==> src/rtl/alt_seq_pkg.sv <==
// Shared encodings for the alternating-sequence monitor.
package alt_seq_pkg;

  typedef enum logic [1:0] {
    ST_EMPTY = 2'b00,
    ST_RUN   = 2'b01,
    ST_FAIL  = 2'b10
  } state_t;

  localparam int MODE_CHANGE = 0;
  localparam int MODE_COMPL  = 1;

endpackage

==> src/rtl/alt_seq_sat_counter.sv <==
// Saturating up-counter with synchronous clear and load-to-one (load1 beats inc).
module sat_counter #(
  parameter int W = 8
) (
  input  logic         clk,
  input  logic         rst,
  input  logic         clr,
  input  logic         inc,
  input  logic         load1,
  output logic [W-1:0] q
);

  always_ff @(posedge clk or posedge rst) begin
    if (rst)                    q <= '0;
    else if (clr)               q <= '0;
    else if (load1)             q <= W'(1);
    else if (inc && (q != '1))  q <= q + 1'b1;
  end

endmodule

==> src/rtl/alt_seq_monitor.sv <==
// Streaming alternation checker: sticky ok, current/max run length.
// Define ALT_ERR_CNT_EN to add the saturating err_cnt violation counter and port.
module alt_seq_monitor
  import alt_seq_pkg::*;
#(
  parameter int WIDTH = 1,
  parameter int CNT_W = 8,
  parameter int MODE  = MODE_CHANGE
) (
  input  logic             clk,
  input  logic             rst,
  input  logic             clear,
  input  logic             in_valid,
  input  logic [WIDTH-1:0] in_data,
  output logic             ok,
  output logic [CNT_W-1:0] run_len,
  output logic [CNT_W-1:0] max_run
`ifdef ALT_ERR_CNT_EN
  ,
  output logic [CNT_W-1:0] err_cnt
`endif
);

  localparam logic [CNT_W-1:0] ONE = CNT_W'(1);

  state_t           state;
  logic [WIDTH-1:0] prev;
  logic             acc, pass, started;
  logic             run_load1, run_inc;
  logic [CNT_W-1:0] run_nxt;

  // clear discards a concurrent sample
  assign acc     = in_valid & ~clear;
  assign pass    = (MODE == MODE_COMPL) ? (in_data == ~prev) : (in_data != prev);
  assign started = (state != ST_EMPTY);

  assign run_load1 = acc & (~started | ~pass);
  assign run_inc   = acc & started & pass;

  always_comb begin
    run_nxt = run_len;
    if (run_load1)                      run_nxt = ONE;
    else if (run_inc && run_len != '1)  run_nxt = run_len + 1'b1;
  end

  sat_counter #(.W(CNT_W)) u_run (
    .clk   (clk),
    .rst   (rst),
    .clr   (clear),
    .inc   (run_inc),
    .load1 (run_load1),
    .q     (run_len)
  );

`ifdef ALT_ERR_CNT_EN
  logic viol;
  assign viol = acc & started & ~pass;

  sat_counter #(.W(CNT_W)) u_err (
    .clk   (clk),
    .rst   (rst),
    .clr   (clear),
    .inc   (viol),
    .load1 (1'b0),
    .q     (err_cnt)
  );
`endif

  always_ff @(posedge clk or posedge rst) begin
    if (rst) begin
      state   <= ST_EMPTY;
      ok      <= 1'b1;
      prev    <= '0;
      max_run <= '0;
    end else if (clear) begin
      state   <= ST_EMPTY;
      ok      <= 1'b1;
      prev    <= '0;
      max_run <= '0;
    end else if (acc) begin
      prev <= in_data;
      if (run_nxt > max_run) max_run <= run_nxt;
      case (state)
        ST_EMPTY: state <= ST_RUN;
        ST_RUN: if (!pass) begin
          ok    <= 1'b0;
          state <= ST_FAIL;
        end
        ST_FAIL: state <= ST_FAIL;  // only rst/clear leave FAIL
        default: state <= ST_EMPTY;
      endcase
    end
  end

endmodule

==> config.mk <==
export PLATFORM = sky130hd
export DESIGN_NAME = alt_seq_monitor
export DESIGN_NICKNAME = d
export VERILOG_FILES = /design/src/rtl/alt_seq_pkg.sv /design/src/rtl/alt_seq_sat_counter.sv /design/src/rtl/alt_seq_monitor.sv
export SDC_FILE = /design/constraint.sdc
export NUM_CORES = 1
export LEC_CHECK = 0
export ABC_AREA = 1
export ABC_CLOCK_PERIOD_IN_PS = 3450
export BUFFER_PORTS_ARGS = -buffer_cell sky130_fd_sc_hd__buf_2
export CAP_MARGIN = 0
export CORE_ASPECT_RATIO = 1.4
export CORE_MARGIN = 4
export CORE_UTILIZATION = 25
export DETAILED_ROUTE_END_ITERATION = 10
export GPL_TIMING_DRIVEN = 0
export PLACE_DENSITY = 0.47
export SLEW_MARGIN = 25
export SYNTH_ARGS = -nofsm -noshare
export SYNTH_HDL_FRONTEND = slang
export SYNTH_HIERARCHICAL = 1
export SYNTH_SLANG_ARGS = --single-unit
==> constraint.sdc <==
create_clock -name clk -period 3.45 [get_ports clk]
set_input_delay 0.69 -clock clk [delete_from_list [all_inputs] [get_ports clk]]
set_output_delay 0.69 -clock clk [all_outputs]
set_load 0.01 [all_outputs]
After elaboration in Yosys (flattened, before gate mapping)
Cells that the tools add are included.
W data, S select, Z words.
- register bits after elaboration: 20
- input bits: 5
- output and inout port bits: 17
- word-level logic and storage cells: 46
- $add $sub $neg: 1
- magnitude comparators: 1
- equality and inequality tests: 6
- multiplexer cells: 16
- bitwise logic cells: 8
- reduce and logical (&&, ||, !) cells: 9
- operators with widths (kind ; count):
    $mux W8 ; 6
    $add A8 B1 Y8 const B ; 1
    $gt A8 B8 Y1 ; 1
    $ne A8 B8 Y1 const B ; 1
    $reduce_bool A2 Y1 ; 4
    $mux W1 ; 6
    $mux W2 ; 3
    $pmux W2 S3 ; 1
    $and A1 B1 Y1 ; 4
    $reduce_and A2 Y1 ; 2
    $ne A3 B3 Y1 const B ; 1
    $not A1 Y1 ; 3
    $reduce_and A3 Y1 ; 1
    $eq A2 B1 Y1 const B ; 1
    $eq A2 B2 Y1 const B ; 1
    $logic_not A2 Y1 ; 1
    $ne A2 B2 Y1 const B ; 1
    $logic_and A1 B1 Y1 ; 1
    $ne A1 B1 Y1 ; 1
    $or A1 B1 Y1 ; 1

Depth between registers and ports, before layout
Gate-level depths: netlist of the first run.
- depth in word-level cells: 11
- mapped depth: 22
- mapped depth without buffers: 21

Cells and area by module
Netlist of the first run, hierarchy kept.
- by module, submodules not included (module ; instances ; cells an instance ; area each (um^2) ; seq. area each (um^2)):
    alt_seq_monitor ; 1 ; 181 ; 1169.9 ; 301.5
    sat_counter ; 1 ; 81 ; 548.0 ; 200.2

Worst setup path before layout of the first run
Ideal clock, no wire load.
- path kind: in2reg
- start: in clear
- end: reg max_run[0]
- setup time: 0.117 ns
- arrival time: 2.449 ns
- required time: 3.333 ns
- slack: 0.884 ns
- stages: 15
- path buffers: 1
- path through: inv_1 -> nand3_2 -> nor2_8 -> nand2_8 -> nor2_1 -> nor2_2 -> ha_1 -> a21o_1 -> nor2_1 -> nand2_1 -> nand2_1 -> buf_2 -> nand2_1 -> nand2_1 -> nor2_1
- word-level cells in the longest chain between the ends: 10
- elaborated cells between the ends (all ways): 15
- classes of those cells: order compare: 1; mux: 5; bitwise: 5; reduce/logical: 4
- ends and longest elaborated chain (item ; RTL line ; RTL):
    start, declared ; alt_seq_monitor.sv:12 ; input logic clear,
    $not A1 Y1 (*) ; alt_seq_monitor.sv:33 ; assign acc = in_valid & ~clear;
    $and A1 B1 Y1 (*) ; alt_seq_monitor.sv:33 ;
    $and A1 B1 Y1 (*) (2 in series) ; alt_seq_monitor.sv:38 ; assign run_inc = acc & started & pass;
    via run_inc ; alt_seq_monitor.sv:29 ; logic run_load1, run_inc;
    $logic_and A1 B1 Y1 (*) ; alt_seq_monitor.sv:43 ; else if (run_inc && run_len != '1) run_nxt = run_len + 1'b1;
    $mux W8 (*) ; alt_seq_monitor.sv:43 ;
    $mux W8 (*) ; alt_seq_monitor.sv:42 ; if (run_load1) run_nxt = ONE;
    $gt A8 B8 Y1 or $mux W8 (tied branches) ; alt_seq_monitor.sv:82 ; if (run_nxt > max_run) max_run <= run_nxt;
    $reduce_bool A2 Y1 (no source line) or $mux W8 (tied branches) ; n/a ;
    $reduce_and A2 Y1 (no source line) or $mux W8 (tied branches) ; n/a ;
    end signal, assigned ; alt_seq_monitor.sv:82 ;
    end, declared ; alt_seq_monitor.sv:17 ; output logic [CNT_W-1:0] max_run
The timed path passes the listed nets; every way through them passes the cells marked *. The select of a mux whose other input is x is not followed.
A chain may end at the register's enable or synchronous reset.

Worst setup path in the final report of the first run
- start: reg u_run.q[0]
- end: reg max_run[0]
- word-level cells in the longest chain between the ends: 7
- elaborated cells between the ends (all ways): 11
- classes of those cells: add/sub: 1; order compare: 1; eq/ne: 1; mux: 5; reduce/logical: 3
- ends and longest elaborated chain (item ; RTL line ; RTL):
    start, declared ; alt_seq_sat_counter.sv:10 ; output logic [W-1:0] q
    start signal, assigned ; alt_seq_sat_counter.sv:17 ; else if (inc && (q != '1)) q <= q + 1'b1;
    parallel branches: the longest is 2 deep, another holds $add A8 B1 Y8 ; n/a ;
    $mux W8 (*) ; alt_seq_monitor.sv:43 ;
    $mux W8 (*) ; alt_seq_monitor.sv:42 ;
    $gt A8 B8 Y1 or $mux W8 (tied branches) ; alt_seq_monitor.sv:82 ;
    $reduce_bool A2 Y1 (no source line) or $mux W8 (tied branches) ; n/a ;
    $reduce_and A2 Y1 (no source line) or $mux W8 (tied branches) ; n/a ;
Every way passes the cells marked *. The select of a mux whose other input is x is not followed.

==> metrics.md, run 1 <==
| Metric | Value |
|---|---|
| Worst path required time | 3.61 ns |
| Fin crit period | 2.93 ns |
| Starting Density | 25.8% |
| Detail Placement HPWL | 3.22 mm |
| Post-cts resize count | 0 |
| Post-route cell area | 0.00201 mm2 |
| CTS tree | done |
| Power share of the combinational group | 36.6% |
| Clock Sinks | 20 |
| Mapped Area | 0.00172 mm2 |
| Detailed-route vias per instance | 4.18 |
| CORE AREA | 0.00666 mm2 |
| Final period utilization | 84.8% |
| Clock skew | 0.00135 ns |
| Final setup TNS | 0 ns |
| Power per cell area | 418 mW/mm2 |
| TritonCTS Buffers | 3 |
| Cells on worst reg2reg path | 19 |
| Critical Path Fanout Max | 10 |
| Post-synthesis async set-or-reset flop share | 100% |
| Critical Path AT | 3.09 ns |
| Post-Synthesis Cells | 262 |
| Layout cells sized above 1 | 19.2% |
| Ys flop type | dfrtp_1 |
| CP Capture Type | flop |
| Area Overhead vs Synth | 17.0% |
| FMAX | 0.342 GHz |
| Initial antenna violation count | 0 |
| Post-Route WL | 4.07 mm |
| Post-CTS setup buffer count | 0 |
| Placed Area | 0.00194 mm2 |
| Met1 wire length | 1.83 mm |
| Die Y-Extent | 106 um |
| Final setup fails | 0 |
| Slew HR | 67.0% |
| Setup slack, reg-to-reg | 0.52 ns |
| Highest metal used | met4 |
| Hold crit path type | in -> async |
| Hold Buf Count CTS | 0 |
| Post-synth EDFFs | 0 |
| Met3 wire len | 114 um |
| First-pass GRT wire length | 6.92 mm |
| PortBufs | 21 |
| Routed len/inst | 10.7 um |
| Routability-driven placement congestion ratio | 0.835 |
| Cells along the critical path | ha_1 > nand2_1 > nor2_2 > nand2_4 > nand2_8 > nand2_1 > a21oi_1 > ha_1 > nand2_1 > inv_1 > nand2_1 > nand2_1 > nand2_1 > nand2_1 > nand2_1 > buf_2 > nand2_1 > nand2_1 > nor2_1 |
| Syn Nets | 279 |
| Syn_area_per_cell | 6.56 um2 |
| CTS root buffer | clkbuf_8 |
| Leading cell type in the layout, fill and taps excluded | nand2_1 |
| YS warnings | 6 |
| First-pass iteration count of the detailed router | 4 |
| Row cnt | 35 |
| Share of power burned in the clock network | 28.9% |
| CP Class | reg -> reg |
| Max rail drop VDD | 140 uV |
| Int Power | 0.000533 W |
| Slew Viols, Final | 0 |
| Psw | 0.000308 W |
| Die area | 0.00828 mm2 |
| Unique masters post-synth | 28 |
| Post-DRT Antenna Nets | 0 |
| Die width | 78.1 um |
| Sw frac | 36.6% |
| Clk Latency, worst-skew pair | 0.26 ns |
| N_diodes | 0 |
| Worst Tran Pin Value | 0.495 ns |
| Most frequent cells in the layout | nand2_1 (84), inv_1 (38), nor2_1 (33), buf_2 (22) |
| RSZ-0062 raised after global routing | false |
| Routed vias | 1585 |
| Clock buffer depth | 2 |
| Max cap viols | 0 |
| DRC | 0 |
| Reg-to-reg startpoint | u_run/q[0] |
| Final hold violations | 0 |
| Sequential share of the synthesized area | 29.2% |
| H-tree Lvls | 1 |
| Synthesized flop and latch total | 20 |
| Clk slew on worst S/H paths | 0.08 ns |
| Vias in the first global route | 1495 |
| Initial DRC Count | 35 |
| Total gr overflow | 0 |
| Nets | 305 |
| Met2 wire len | 2.06 mm |
| Largest net degree at the start of global routing | 14 |
| R2R Path End | max_run[0] |
| LEAKAGE | 1.10 nW |
| Flop pwr share | 34.6% |
| Status | completed |
| Ports | 22 |
| Crit path launch type | flop |
| Gr usage total | 10.3% |
| Crit-path max cell delay | 0.54 ns |
| CP max stage cell | dfrtp_1 |
| CP most frequent cell | nand2_1 |
-- final cells by class --
| cell class | count | area (um2) |
|---|---|---|
| Sequential cell | 20 | 502 |
| Clock inverter | 1 | 30.0 |
| Fill cell | 781 | 4650 |
| Multi-Input combinational cell | 200 | 1060 |
| Tap cell | 92 | 115 |
| Clock buffer | 3 | 41.3 |
| Timing Repair Buffer | 21 | 105 |
| Buffer | 2 | 8.76 |
| Inverter | 40 | 150 |
-- routing by layer --
metal,GRT usage (%),vias to the layer above
li1,-,864
met1,12.4,688
met2,18.6,27
met3,1.44,6
met4,3.25,0
met5,0,-
-- synthesized netlist by cell type, types with 2 or more instances --
master     n  area share (%)
nand2_1   84              18
inv_1     38             8.3
nor2_1    33             7.2
dfrtp_1   19              28
nand3_1   19             5.5
ha_1      12             8.7
nor2_2    11             4.0
a21oi_1   10             2.9
nand2_2    6             2.2
o21ai_0    6             1.7
a21oi_2    2             1.0
inv_2      2            0.44
nand2_4    2             1.3
nand3b_1   2            0.87
nor2_4     2             1.3
o21bai_1   2            0.87
-- metrics by stage --
stage	util, %	total power [W]	hold WS [ns]	cells	setup WS (ns)
5_1_grt	30.2	0.000925	0.395	379	0.216
4_1_cts	30.2	0.000862	0.381	379	0.470
6_report	30.2	0.000840	0.379	379	0.524
2_1_floorplan	-	0.000521	0.500	262	0.884
3_3_place_gp	29.1	0.000603	0.509	375	0.348
3_5_place_dp	29.1	0.000608	0.509	375	0.340
-- how the worst max path moves through the flow --
stage | depth (start not counted) | slack (ns) | from | endpoint
global placement | 17 | 0.35 | clear | max_run[0]
finish | 19 | 0.52 | u_run/q[0] | max_run[0]
CTS | 19 | 0.47 | u_run/q[0] | max_run[1]
global route | 19 | 0.22 | u_run/q[0] | max_run[1]
detailed placement | 19 | 0.34 | clear | max_run[1]
floorplan | 15 | 0.88 | clear | max_run[0]
-- power groups by stage --
| stage | logic (W) | clock network, W | registers, W |
|---|---|---|---|
| global placement | 0.000307 | 0 | 0.000295 |
| detailed placement | 0.000312 | 0 | 0.000296 |
| global route | 0.000364 | 0.000264 | 0.000297 |
| finish | 0.000307 | 0.000242 | 0.000291 |
| floorplan | 0.000217 | 0 | 0.000303 |
| CTS | 0.000314 | 0.000256 | 0.000291 |
-- critical path: cells and delay by family, from the launching register on --
family	cells	cell delay, ns
adders and majority gates	2	0.51
AOI/OAI and AO/OA	1	0.19
buffers and inverters	2	0.32
and+or+nand+nor	14	1.24
DFF	1	0.54
-- sequential cells by signal, indices dropped and copies added, names as in the netlist --
signal,cells
ok,1
max_run,8
prev,1
u_run/q,8
state,2
-- cell families after synthesis --
| group | after synthesis | synth area share (%) |
|---|---|---|
| AND/OR/NAND/NOR | 164 | 44.4 |
| flip-flops | 20 | 29.2 |
| XOR/XNOR | 2 | 1.02 |
| adder cells (fa/ha/maj) | 12 | 8.74 |
| buffers and inverters | 42 | 9.25 |
| AO/OA/AOI/OAI | 22 | 7.36 |
(Power assumes the default switching activity.)
==> inputs of run 2 (changes only) <==
--- a/config.mk
+++ b/config.mk
@@ -6,7 +6,7 @@
 export NUM_CORES = 1
 export LEC_CHECK = 0
 export ABC_AREA = 1
-export ABC_CLOCK_PERIOD_IN_PS = 3450
+export ABC_CLOCK_PERIOD_IN_PS = 2600
 export BUFFER_PORTS_ARGS = -buffer_cell sky130_fd_sc_hd__buf_2
 export CAP_MARGIN = 0
 export CORE_ASPECT_RATIO = 1.4
@@ -14,7 +14,7 @@
 export CORE_UTILIZATION = 25
 export DETAILED_ROUTE_END_ITERATION = 10
 export GPL_TIMING_DRIVEN = 0
-export PLACE_DENSITY = 0.47
+export PLACE_DENSITY = 0.48
 export SLEW_MARGIN = 25
 export SYNTH_ARGS = -nofsm -noshare
 export SYNTH_HDL_FRONTEND = slang
==> constraint.sdc (replaced) <==
create_clock -name clk -period 2.6 [get_ports clk]
set_input_delay 0.52 -clock clk [delete_from_list [all_inputs] [get_ports clk]]
set_output_delay 0.52 -clock clk [all_outputs]
set_load 0.01 [all_outputs]
==> metrics.md, run 2 (same netlist as run 1, synthesis figures left out) <==
| Metric | Value |
|---|---|
| Routed len/inst | 11.2 um (+4.2%) |
| CTS tree | done |
| Ports | 22 (unchanged) |
| Fin crit period | 2.46 ns (-0.461 ns) |
| Detailed-route vias per instance | 4.25 (+1.7%) |
| Placed Area | 0.00194 mm2 (unchanged) |
| Final setup TNS | 0 ns (unchanged) |
| Die width | 78.1 um (unchanged) |
| Final hold violations | 0 (unchanged) |
| FMAX | 0.406 GHz (+19%) |
| Routed vias | 1671 (+5.4%) |
| Filler Cells Inserted | 758 (-2.9%) |
| Largest net degree at the start of global routing | 13 (-1) |
| Leading cell type in the layout, fill and taps excluded | nand2_1 |
| Total power | 0.00125 W (+49%) |
| Slew HR | 65.8% (-1.1 points) |
| Critical Path Fanout Max | 7 (-3) |
| Row cnt | 35 (unchanged) |
| Most frequent cells in the layout | nand2_1 (81), inv_1 (34), nor2_1 (31), buf_2 (21), nand3_1 (19) |
| Routability-driven placement congestion ratio | 0.867 (+3.8%) |
| Final setup fails | 0 (unchanged) |
| N_diodes | 0 (unchanged) |
| PortBufs | 21 (unchanged) |
| Power per cell area | 567 mW/mm2 (+35%) |
| Post-route cell area | 0.00221 mm2 (+10%) |
| Crit path from | state[0] |
| Max rail drop VDD | 185 uV (+32%) |
| Post-DRT Antenna Nets | 0 (unchanged) |
| Critical Path AT | 2.63 ns (-0.46 ns) |
| Clock skew | 0.00597 ns (+0.00462 ns) |
| Status | completed |
| First-pass GRT wire length | 7.08 mm (+2.3%) |
| CP Class | reg -> reg |
| Final period utilization | 94.8% (+10 points) |
| Final core occ | 33.2% (+3.0 points) |
| First-pass iteration count of the detailed router | 4 (unchanged) |
| CP Capture Type | flop |
| Slew Viols, Final | 0 (unchanged) |
| Clk Latency, worst-skew pair | 0.27 ns (about the same) |
| Clock Sinks | 20 (unchanged) |
| Starting Density | 25.8% (unchanged) |
| Clk slew on worst S/H paths | 0.09 ns (about the same) |
| Gr usage total | 10.5% (+0.21 points) |
| Initial DRC Count | 33 (-5.7%) |
| Crit path launch type | flop |
| Post-Route WL | 4.40 mm (+8.1%) |
| Area Overhead vs Synth | 28.7% |
| CORE AREA | 0.00666 mm2 (unchanged) |
| Hold crit path type | in -> async |
| Nets | 319 (+4.6%) |
| Layout cells sized above 1 | 29.6% (+10 points) |
| Total gr overflow | 0 (unchanged) |
| Detail Placement HPWL | 3.28 mm (+2.0%) |
| DRC | 0 (unchanged) |
| Reg-to-reg startpoint | state[0] |
| Hold Buf Count CTS | 0 (unchanged) |
| CTS root buffer | clkbuf_8 |
| TritonCTS Buffers | 3 (unchanged) |
| Worst Tran Pin Value | 0.512 ns (+0.0169 ns) |
| H-tree Lvls | 1 (unchanged) |
| Final WS setup | 0.135 ns (-0.389 ns) |
| LEAKAGE | 1.17 nW (+6.5%) |
| Dpl ws | -0.310 ns (-0.650 ns) |
| Max cap viols | 0 (unchanged) |
| Worst path required time | 2.77 ns (-0.84 ns) |
| Die Y-Extent | 106 um (unchanged) |
| Die area | 0.00828 mm2 (unchanged) |
| Largest regs | max_run x8, u_run/q x8, state x2 |
| Clock buffer depth | 2 (unchanged) |
| Vias in the first global route | 1561 (+4.4%) |
| Initial antenna violation count | 0 (unchanged) |
run 2: cell types whose count changed in the layout (fill, tap and decap cells not counted), sizes merged:
cell	before	now
buf	22	36
run 2: metal layers:
layer / track usage, % / part of all wire [%] / vias to the layer above
met4: 2.75 / 1.3 / 0
met1: 12.6 / 44 / 750
met3: 1.27 / 2.7 / 6
met2: 19.5 / 52 / 28
li1: - / - / 887
met5: 0 / 0 / -
run 2: repair_timing:
action | CTS | global route
setup buffers | 3 | 10
setup endpoints to repair | 8 | 8
gates resized for setup | 5 | 28
pin swaps | 1 | 13
cloned | 0 | 1
run 2: layout make-up:
| type | instances | area (um2) | area share, % |
|---|---|---|---|
| multi-input cells | 200 | 1120 | 50.9 |
| well taps | 92 | 115 | 5.21 |
| repair buffers | 35 | 221 | 10.0 |
| clock inverters | 1 | 30.0 | 1.36 |
| plain buffers | 2 | 15.0 | 0.679 |
| inverters | 40 | 153 | 6.90 |
| flip-flops and latches | 20 | 510 | 23.1 |
| clock buffers | 3 | 41.3 | 1.87 |
run 2: worst max-delay path: stages, from the launching register on:
cell and delay, ns:
dfrtp_1 0.37, inv_2 0.06, ha_4 0.16, inv_4 0.06, nand3_4 0.08, nor2_8 0.18, buf_6 0.15, nand2_1 0.05
nand2_1 0.05, nand2_1 0.06, nor2_2 0.16, ha_1 0.25, nand2_1 0.10, nor2_2 0.06, a21oi_2 0.17, nand2_4 0.10
buf_6 0.14, a21oi_1 0.11, nor2_1 0.06
run 2: per-stage QoR:
stage	hold WS (ns)	instances
2_1_floorplan	0.336	262
3_3_place_gp	0.501	375
3_5_place_dp	0.503	375
4_1_cts	0.219	382
5_1_grt	0.227	393
6_report	0.200	393
run 2: power by group:
group	internal (W)	switching [W]	total (W)	leakage [nW]
clock	0.000206	0.000123	0.000329	0.0357
combinational	0.000232	0.000316	0.000548	0.878
sequential	0.000352	0.0000238	0.000375	0.257
run 2: final timing paths:
check | slack [ns] | endpoint | cells past startpoint
hold reg to reg | 0.51 | ok | 2
hold / removal | 0.20 | u_run/q[2] | 2
setup reg to reg | 0.14 | max_run[3] | 18
min in group clk | 0.51 | ok | 2
max in group asynchronous | 1.98 | ok | 2
setup / recovery | 0.14 | max_run[3] | 18
==> inputs of run 3 (changes only) <==
--- a/config.mk
+++ b/config.mk
@@ -15,6 +15,7 @@
 export DETAILED_ROUTE_END_ITERATION = 10
 export GPL_TIMING_DRIVEN = 0
 export PLACE_DENSITY = 0.48
+export SETUP_SLACK_MARGIN = 0.5
 export SLEW_MARGIN = 25
 export SYNTH_ARGS = -nofsm -noshare
 export SYNTH_HDL_FRONTEND = slang
==> metrics.md, run 3 (same netlist as run 1, synthesis figures left out) <==
| Metric | Value |
|---|---|
| CP most frequent cell | nand2_2 |
| First-pass GRT wire length | 7.67 mm (+8.3%) |
| Crit-path max cell delay | 0.37 ns (about the same) |
| Vias in the first global route | 1640 (+5.1%) |
| Hold Slack | 0.205 ns (+0.00558 ns) |
| CP Capture Type | flop |
| Hold Buf Count CTS | 0 (unchanged) |
| Setup slack, reg-to-reg | 0.20 ns (+0.06 ns) |
| Detail Placement HPWL | 3.23 mm (-1.5%) |
| Row cnt | 35 (unchanged) |
| Fin crit period | 2.40 ns (-0.0646 ns) |
| Share of power burned in the clock network | 23.4% (-2.9 points) |
| Initial antenna violation count | 0 (unchanged) |
| Post-route cell area | 0.00248 mm2 (+12%) |
| Area Overhead vs Synth | 44.1% |
| PortBufs | 21 (unchanged) |
| First-pass iteration count of the detailed router | 4 (unchanged) |
| LEAKAGE | 1.24 nW (+6.1%) |
| Post-Route WL | 4.61 mm (+5.0%) |
| Die area | 0.00828 mm2 (unchanged) |
| Clock buffer depth | 2 (unchanged) |
| CP max stage cell | dfrtp_1 |
| Crit path from | state[0] |
| Largest delay share family, worst path | simple AND/OR/NAND/NOR gates |
| TritonCTS Buffers | 3 (unchanged) |
| Layout cells sized above 1 | 39.7% (+10 points) |
| Power per cell area | 563 mW/mm2 (-0.72%) |
| Placed Area | 0.00200 mm2 (+3.0%) |
| Worst path depth | 21 (+3) |
| Nets | 328 (+2.8%) |
| Flop pwr share | 27.3% (-2.7 points) |
| CTS root buffer | clkbuf_8 |
| Final setup TNS | 0 ns (unchanged) |
| Largest net degree at the start of global routing | 13 (unchanged) |
| Int Power | 0.000875 W (+11%) |
| Die Y-Extent | 106 um (unchanged) |
| Power share of the combinational group | 49.3% (+5.5 points) |
| Post-DRT Antenna Nets | 0 (unchanged) |
| CP Class | reg -> reg |
| Starting Density | 25.8% (unchanged) |
| Initial DRC Count | 44 (+33%) |
| Cells on worst reg2reg path | 21 (+3) |
| Final hold violations | 0 (unchanged) |
| Gr usage total | 11.4% (+0.91 points) |
| Hold crit path type | in -> async |
| Worst path bufs/invs | 4 (unchanged) |
| Slew HR | 68.1% (+2.3 points) |
| Final setup fails | 0 (unchanged) |
| CORE AREA | 0.00666 mm2 (unchanged) |
| Cells along the critical path | inv_2 > ha_4 > inv_4 > nand3_4 > nor2_8 > buf_6 > nand3b_1 > nand2_2 > nor2_4 > ha_4 > nand2_2 > nand2_2 > nand2_1 > nand2_1 > nand2_1 > nand2_2 > nand2_4 > buf_8 > nand2_2 > nand2_1 > nor2_1 |
| Final WS setup | 0.200 ns (+0.0646 ns) |
| Worst path required time | 2.80 ns (+0.03 ns) |
| Die width | 78.1 um (unchanged) |
| Critical Path Fanout Max | 8 (+1) |
| Max cap viols | 0 (unchanged) |
| Slew Viols, Final | 0 (unchanged) |
| Total gr overflow | 0 (unchanged) |
| RSZ-0062 raised after global routing | true |
| Leading cell type in the layout, fill and taps excluded | nand2_1 |
| Reg-to-reg startpoint | state[0] |
| Clk Latency, worst-skew pair | 0.27 ns (about the same) |
| Clock Sinks | 20 (unchanged) |
| Dpl ws | -0.139 ns (+0.171 ns) |
| Sw frac | 37.2% (+0.26 points) |
| DRC | 0 (unchanged) |
| Critical Path AT | 2.60 ns (-0.03 ns) |
| Clk slew on worst S/H paths | 0.09 ns (about the same) |
| Ports | 22 (unchanged) |
| Routed len/inst | 11.5 um (+2.6%) |
| H-tree Lvls | 1 (unchanged) |
| Crit path launch type | flop |
| Largest regs | max_run x8, u_run/q x8, state x2 |
| Psw | 0.000518 W (+12%) |
| N_diodes | 0 (unchanged) |
| CTS tree | done |
| Worst Tran Pin Value | 0.478 ns (-0.0344 ns) |
| R2R Path End | max_run[1] |
| Clock skew | 0.00945 ns (+0.00348 ns) |
| Final period utilization | 92.3% (-2.5 points) |
| Max rail drop VDD | 222 uV (+20%) |
| Detailed-route vias per instance | 4.27 (+0.34%) |
| End of the critical path | max_run[1] |
| FMAX | 0.417 GHz (+2.7%) |
| Routability-driven placement congestion ratio | 0.795 (-8.3%) |
| Status | completed |
| Most frequent cells in the layout | nand2_1 (69), inv_1 (33), nor2_1 (27), buf_2 (21) |
| Routed vias | 1715 (+2.6%) |
==> run 3: cell types whose count changed in the layout (fill, tap and decap cells not counted), moves of 4 or more <==
cell,delta
nand2_1,-12
nand2_2,+9
buf_4,+7
nor2_4,+7
a21oi_1,-4
nor2_1,-4
==> run 3: power groups by stage <==
stage | Sequential (W) | Clock, W | Combinational, W
6_report | 0.000380 | 0.000326 | 0.000687
5_1_grt | 0.000387 | 0.000349 | 0.000775
4_1_cts | 0.000381 | 0.000339 | 0.000610
3_5_place_dp | 0.000397 | 0 | 0.000435
3_3_place_gp | 0.000396 | 0 | 0.000433
2_1_floorplan | 0.000407 | 0 | 0.000314
==> run 3: how the worst min path moves through the flow <==
stage	start	slack, ns	endpoint	cells past startpoint
6_report	rst	0.21	u_run/q[0]	2
5_1_grt	rst	0.23	u_run/q[0]	2
4_1_cts	rst	0.21	u_run/q[0]	2
3_5_place_dp	ok	0.49	ok	2
3_3_place_gp	ok	0.50	ok	2
2_1_floorplan	rst	0.34	u_run/q[3]	1
==> run 3: layer usage <==
metal  vias up  wire [um]  track usage [%]
met5         -          0                0
met2        22       2510             21.9
met1       786       1950             13.0
met3         2        117             1.44
li1        905          -                -
met4         0         37             3.00
==> run 3: what timing repair did <==
item                                    in CTS  in global routing
buffers inserted                            12                 10
cloned                                       1                  0
pin swaps                                   14                 18
gates resized for setup                     30                 25
endpoints found under the setup margin       8                  8
==> run 3: layout make-up <==
| class | instances | area [um2] |
|---|---|---|
| Clock buffer | 3 | 41.3 |
| Inverter | 40 | 160 |
| Tap cell | 92 | 115 |
| Fill cell | 739 | 4180 |
| Sequential cell | 20 | 510 |
| Clock inverter | 1 | 30.0 |
| Timing Repair Buffer | 44 | 313 |
| Buffer | 2 | 18.8 |
| Multi-Input combinational cell | 200 | 1290 |
==> run 3: per-stage QoR <==
stage	util (%)	cells	power [W]
after CTS	34.5	392	0.00133
after floorplan	-	262	0.000721
after global placement	30.0	375	0.000829
after global routing	37.2	402	0.00151
final	37.2	402	0.00139
after detailed placement	30.0	375	0.000832
